$ cat src/rtl/rv32i_pkg.sv
// Shared types for the rv32i pipeline control blocks: forwarding-mux select
// encoding, hazard controller state encoding and the hard-wired zero register.
package rv32i_pkg;

    typedef enum logic [1:0] {
        FWD_RF = 2'b00,
        FWD_EX = 2'b01,
        FWD_WB = 2'b10
    } fwd_sel_e;

    typedef enum logic [1:0] {
        HZ_RUN      = 2'b00,
        HZ_LU_STALL = 2'b01,
        HZ_MEM_WAIT = 2'b10
    } hz_state_e;

    localparam logic [4:0] REG_ZERO = 5'd0;

endpackage

$ cat src/rtl/hazard_ctrl_fwd_match.sv
// Forwarding comparator for one decode source operand. Picks the youngest
// in-flight producer of the register: EX beats WB. A load in EX cannot be
// forwarded (its data does not exist yet), and x0 is never forwarded.
module fwd_match
    import rv32i_pkg::*;
(
    input  logic [4:0] rs_i,
    input  logic       use_i,
    input  logic [4:0] ex_rd_i,
    input  logic       ex_we_i,
    input  logic       ex_is_load_i,
    input  logic [4:0] wb_rd_i,
    input  logic       wb_we_i,
    output fwd_sel_e   fwd_sel_o
);

    logic live;
    logic ex_hit;
    logic wb_hit;

    assign live   = use_i && (rs_i != REG_ZERO);
    assign ex_hit = live && ex_we_i && !ex_is_load_i && (rs_i == ex_rd_i);
    assign wb_hit = live && wb_we_i && (rs_i == wb_rd_i);

    // Priority select: EX result is newer than WB result
    always_comb begin
        fwd_sel_o = FWD_RF;
        if (ex_hit) begin
            fwd_sel_o = FWD_EX;
        end else if (wb_hit) begin
            fwd_sel_o = FWD_WB;
        end
    end

endmodule

$ cat src/rtl/hazard_ctrl.sv
// Pipeline hazard controller for the rv32i core. Drives operand forwarding
// selects, sequences load-use stalls, data-memory wait stalls with a timeout,
// and taken-branch flushes for the IF/ID/EX stages. Keeps a saturating count
// of front-end stall cycles.
module hazard_ctrl #(
    parameter int MEM_TIMEOUT = 256,
    parameter int CNT_W       = 32
) (
    input  logic             clk,
    input  logic             rst,
    input  logic [4:0]       dec_rs1,
    input  logic [4:0]       dec_rs2,
    input  logic             dec_use_rs1,
    input  logic             dec_use_rs2,
    input  logic [4:0]       ex_rd,
    input  logic             ex_we,
    input  logic             ex_is_load,
    input  logic [4:0]       wb_rd,
    input  logic             wb_we,
    input  logic             dmem_req,
    input  logic             dmem_ready,
    input  logic             br_taken,
    output logic             stall_if,
    output logic             stall_id,
    output logic             bubble_ex,
    output logic             flush_id,
    output logic [1:0]       fwd_sel_rs1,
    output logic [1:0]       fwd_sel_rs2,
    output logic             mem_err,
    output logic [CNT_W-1:0] stall_cnt
);

    import rv32i_pkg::*;

    localparam int              WC_W      = $clog2(MEM_TIMEOUT + 1);
    localparam logic [WC_W-1:0] WAIT_ONE  = WC_W'(1);
    localparam logic [WC_W-1:0] WAIT_LAST = WC_W'(MEM_TIMEOUT);

    hz_state_e        state_q,     state_d;
    logic [WC_W-1:0]  wait_cnt_q,  wait_cnt_d;
    logic             mem_err_q,   mem_err_d;
    logic [CNT_W-1:0] stall_cnt_q, stall_cnt_d;

    fwd_sel_e sel_rs1;
    fwd_sel_e sel_rs2;
    logic     load_use;
    logic     stall;
    logic     bubble;
    logic     flush;

    fwd_match u_fwd_rs1 (
        .rs_i         (dec_rs1),
        .use_i        (dec_use_rs1),
        .ex_rd_i      (ex_rd),
        .ex_we_i      (ex_we),
        .ex_is_load_i (ex_is_load),
        .wb_rd_i      (wb_rd),
        .wb_we_i      (wb_we),
        .fwd_sel_o    (sel_rs1)
    );

    fwd_match u_fwd_rs2 (
        .rs_i         (dec_rs2),
        .use_i        (dec_use_rs2),
        .ex_rd_i      (ex_rd),
        .ex_we_i      (ex_we),
        .ex_is_load_i (ex_is_load),
        .wb_rd_i      (wb_rd),
        .wb_we_i      (wb_we),
        .fwd_sel_o    (sel_rs2)
    );

    // A load in EX whose destination is read by the decode instruction
    assign load_use = ex_is_load && ex_we && (ex_rd != REG_ZERO) &&
                      ((dec_use_rs1 && (dec_rs1 == ex_rd)) ||
                       (dec_use_rs2 && (dec_rs2 == ex_rd)));

    // Next-state and stall/flush decode; priority is mem wait > branch > load-use
    always_comb begin
        state_d    = state_q;
        wait_cnt_d = wait_cnt_q;
        mem_err_d  = 1'b0;
        stall      = 1'b0;
        bubble     = 1'b0;
        flush      = 1'b0;
        case (state_q)
            HZ_MEM_WAIT: begin
                // Exec is frozen here, so a branch indication is stale and ignored
                if (dmem_ready) begin
                    state_d    = HZ_RUN;
                    wait_cnt_d = '0;
                end else begin
                    stall = 1'b1;
                    if ((wait_cnt_q + WAIT_ONE) == WAIT_LAST) begin
                        // Give up on the access and report it
                        mem_err_d  = 1'b1;
                        wait_cnt_d = '0;
                        state_d    = HZ_RUN;
                    end else begin
                        wait_cnt_d = wait_cnt_q + WAIT_ONE;
                    end
                end
            end
            default: begin
                // RUN and the single LU_STALL cycle apply the same rules
                state_d = HZ_RUN;
                if (dmem_req && !dmem_ready) begin
                    stall      = 1'b1;
                    wait_cnt_d = WAIT_ONE;
                    state_d    = HZ_MEM_WAIT;
                end else if (br_taken) begin
                    flush  = 1'b1;
                    bubble = 1'b1;
                end else if (load_use) begin
                    stall   = 1'b1;
                    bubble  = 1'b1;
                    state_d = HZ_LU_STALL;
                end
            end
        endcase
    end

    // Saturating count of cycles in which the front end is held
    always_comb begin
        stall_cnt_d = stall_cnt_q;
        if (stall && !(&stall_cnt_q)) begin
            stall_cnt_d = stall_cnt_q + CNT_W'(1);
        end
    end

    // State, wait counter, error pulse and perf counter registers
    always_ff @(posedge clk) begin
        if (rst) begin
            state_q     <= HZ_RUN;
            wait_cnt_q  <= '0;
            mem_err_q   <= 1'b0;
            stall_cnt_q <= '0;
        end else begin
            state_q     <= state_d;
            wait_cnt_q  <= wait_cnt_d;
            mem_err_q   <= mem_err_d;
            stall_cnt_q <= stall_cnt_d;
        end
    end

    // Combinational controls are forced quiet while reset is held
    assign stall_if    = stall  && !rst;
    assign stall_id    = stall  && !rst;
    assign bubble_ex   = bubble && !rst;
    assign flush_id    = flush  && !rst;
    assign fwd_sel_rs1 = rst ? 2'b00 : sel_rs1;
    assign fwd_sel_rs2 = rst ? 2'b00 : sel_rs2;
    assign mem_err     = mem_err_q;
    assign stall_cnt   = stall_cnt_q;

endmodule

$ cat config.mk
export PLATFORM = sky130hd
export DESIGN_NAME = hazard_ctrl
export DESIGN_NICKNAME = d
export VERILOG_FILES = /design/src/rtl/rv32i_pkg.sv /design/src/rtl/hazard_ctrl_fwd_match.sv /design/src/rtl/hazard_ctrl.sv
export SDC_FILE = /design/constraint.sdc
export NUM_CORES = 1
export LEC_CHECK = 0
export ABC_AREA = 1
export CORE_UTILIZATION = 30
export CTS_BUF_LIST = sky130_fd_sc_hd__clkbuf_2
export DETAILED_ROUTE_END_ITERATION = 6
export HOLD_SLACK_MARGIN = 0.03
export PLACE_DENSITY = 0.56
export RECOVER_POWER = 100
export SYNTH_ARGS = -nofsm -noshare
export SYNTH_HDL_FRONTEND = slang
export SYNTH_HIERARCHICAL = 1
export SYNTH_SLANG_ARGS = --single-unit
$ cat constraint.sdc
create_clock -name clk -period 3.8 [get_ports clk]
set_input_delay 0.57 -clock clk [delete_from_list [all_inputs] [get_ports clk]]
set_output_delay 0.57 -clock clk [all_outputs]
set_load 0.02 [all_outputs]
==> out/metrics.yaml <==
place_hpwl_um: 7770
leakage_nw: 1.92
status: "finished clean"
die_h_um: 110
fin_tns_setup_ns: 0
fp-row-count: 39
first_pass_iters: 4
power_density_nw_per_um2: 191
clock_path_buffers: 2
cts_repair_resize_count: 0
htreeDepth: 2
cp.arrival_ns: 2.71
irDropWorstVdd_v: 0.0000991
yosys.area.top_type: "dfxtp_1"
clk_latency_ns: 0.41
drc_errors: 0
critPathRequiredTime_ns: 3.23
viasPerCell: 4.69
overflow: 0
antenna_found_initial: 0
grt_max_degree: 44
drive_gt1_share_pct: 4.24
finalClockSkew_ns: 0.00951
n_antenna_cell: 0
fmax_mhz: 305
wl_per_cell_um: 11.7
synth_cell_types: 27
postLayoutCellArea_um2: 4330
grt_pass1_vias: 3589
placed_area_um2: 4300
io_buffers: 70
cts_root_buf: "clkbuf_2"
syn_area_um2: 3500
finalCriticalPeriod_ns: 3.28
end_kind: "output port"
cts_buffers: 5
post-route-util_pct: 38.1
yosysWarnings: 6
holdBufCountCts: 0
grt_pass1_wl_um: 16500
design.die.area_um2: 12100
finalHoldViolations: 0
vias: 3878
path_clk_slew_ns: 0.21
cts_setup_buffers: 0
ys_seq_area_share_pct: 25.2
cts_tree: "done"
initial_core_util_pct: 30.7
clock_sinks: 44
max-slew-margin-rel_pct: 11.7
gp_congestion: 0.891
slew_viol_final: 0
start_kind: "input pin"
synth_top_area_share_pct: 25.2
syn_avg_cell_area_um2: 5.64
ios: 71
core_um2: 11400
fillCellCount: 1308
finalWirelength_um: 9670
critPathMaxFanout: 9
maxCapViolCount: 0
nets: 715
tightest_slew_ns: 1.32
syn-num-nets: 652
period_share_pct: 86.3
drt_iter0_markers: 146
critical_path_class: "input pin to output port"
die_w_um: 110
ant_nets: 0
synth_area_leaders: "dfxtp_1, nand2_1, inv_1"
area_delta_synth_final_pct: 23.8
grtUsageTotal_pct: 17.1
ys_seq_elements: 44
hp-class: "flop to flop"
synthCells: 620
setup_viol: 0
grt_setup_unrepaired: "false"
[through the flow]
stage          std cells  power (mW)  setup slack [ns]  hold slack [ns]
2_1_floorplan        620       0.574              1.57            0.460
4_1_cts              827       0.845             0.558            0.512
5_1_grt              827       0.879             0.295            0.541
3_3_place_gp         819       0.639             0.617            0.486
6_report             827       0.827             0.519            0.513
3_5_place_dp         819       0.641             0.576            0.487
[worst paths after layout]
kind	from	end	slack, ns	cells past startpoint
setup / recovery	ex_rd[0]	stall_if	0.52	10
hold / removal	wait_cnt_q[1]	wait_cnt_q[1]	0.51	2
setup reg to reg	state_q[1]	stall_cnt[8]	1.12	11
hold reg to reg	wait_cnt_q[1]	wait_cnt_q[1]	0.51	2
[sequential cells by signal, indices dropped and copies added, names as in the netlist]
name / cells
mem_err: 1
wait_cnt_q: 9
stall_cnt: 32
state_q: 2
[Yosys cell counts (all sizes together)]
library cell,number
clkbuf,7
nor3b,2
ha,2
o21ai,4
inv,86
nor2,86
xor2,18
nand4,7
nor3,15
a21oi,36
nand2,221
xnor2,7
nand3b,8
dfxtp,44
o22ai,4
buf,10
o31ai,1
nand3,62
[routing by layer]
layer | global-route usage (%) | wire, µm | part of all wire, % | up-vias
met4 | 2.95 | 65 | 0.67 | 0
met3 | 3.79 | 463 | 4.8 | 7
met1 | 21.5 | 4530 | 47 | 1740
met5 | 0 | 0 | 0 | -
li1 | - | - | - | 2058
met2 | 29.8 | 4610 | 48 | 73
[logic make-up (layout without fill, tap and decap cells)]
group,count (synthesis),count (layout),share of synthesized area [%]
and+or+nand+nor,401,401,49.0
DFF,44,44,25.2
adders and majority gates,2,2,0.716
AOI/OAI and AO/OA,45,45,6.66
xor gates and xnor gates,25,25,6.26
buffers and inverters,103,167,12.2
[placed cells by master, fill, tap and decap left out, drive strengths merged]
cell and count:
o22ai 4, nor3 15, xnor2 7, clkbuf 8
clkinv 1, nor3b 2, dlygate4sd3 42, ha 2
dfxtp 44, o31ai 1, nand3b 8, o21ai 4
nand4 7, clkdlybuf4s50 28, buf 2, nand2 221
xor2 18, nand3 62, nor2 86, a21oi 36
inv 86
[critical path: stages]
cell and delay (ns):
dlygate4sd3_1 0.70, inv_1 0.07, nand2_1 0.06, nand2_1 0.05, nor2_1 0.09, nand3_1 0.08
nand2_1 0.10, nand3_1 0.09, a21oi_1 0.19, dlygate4sd3_1 0.71
[cell type report]
| class | count | area, µm² | share of cell area, % |
|---|---|---|---|
| Clock inverter | 1 | 3.75 | 0.0867 |
| Clock buffer | 7 | 35.0 | 0.809 |
| Tap cell | 143 | 179 | 4.13 |
| Sequential cell | 44 | 881 | 20.4 |
| Timing Repair Buffer | 73 | 719 | 16.6 |
| Multi-Input combinational cell | 473 | 2190 | 50.5 |
| Inverter | 86 | 323 | 7.46 |
[power breakdown]
part / leakage (nW) / internal (mW) / switching [mW]
registers: 0.355 / 0.466 / 0.00493
logic: 1.54 / 0.0621 / 0.0939
clock network: 0.0306 / 0.0492 / 0.151
total: 1.92 / 0.577 / 0.250
No activity file was read; power rests on OpenSTA's default activity.
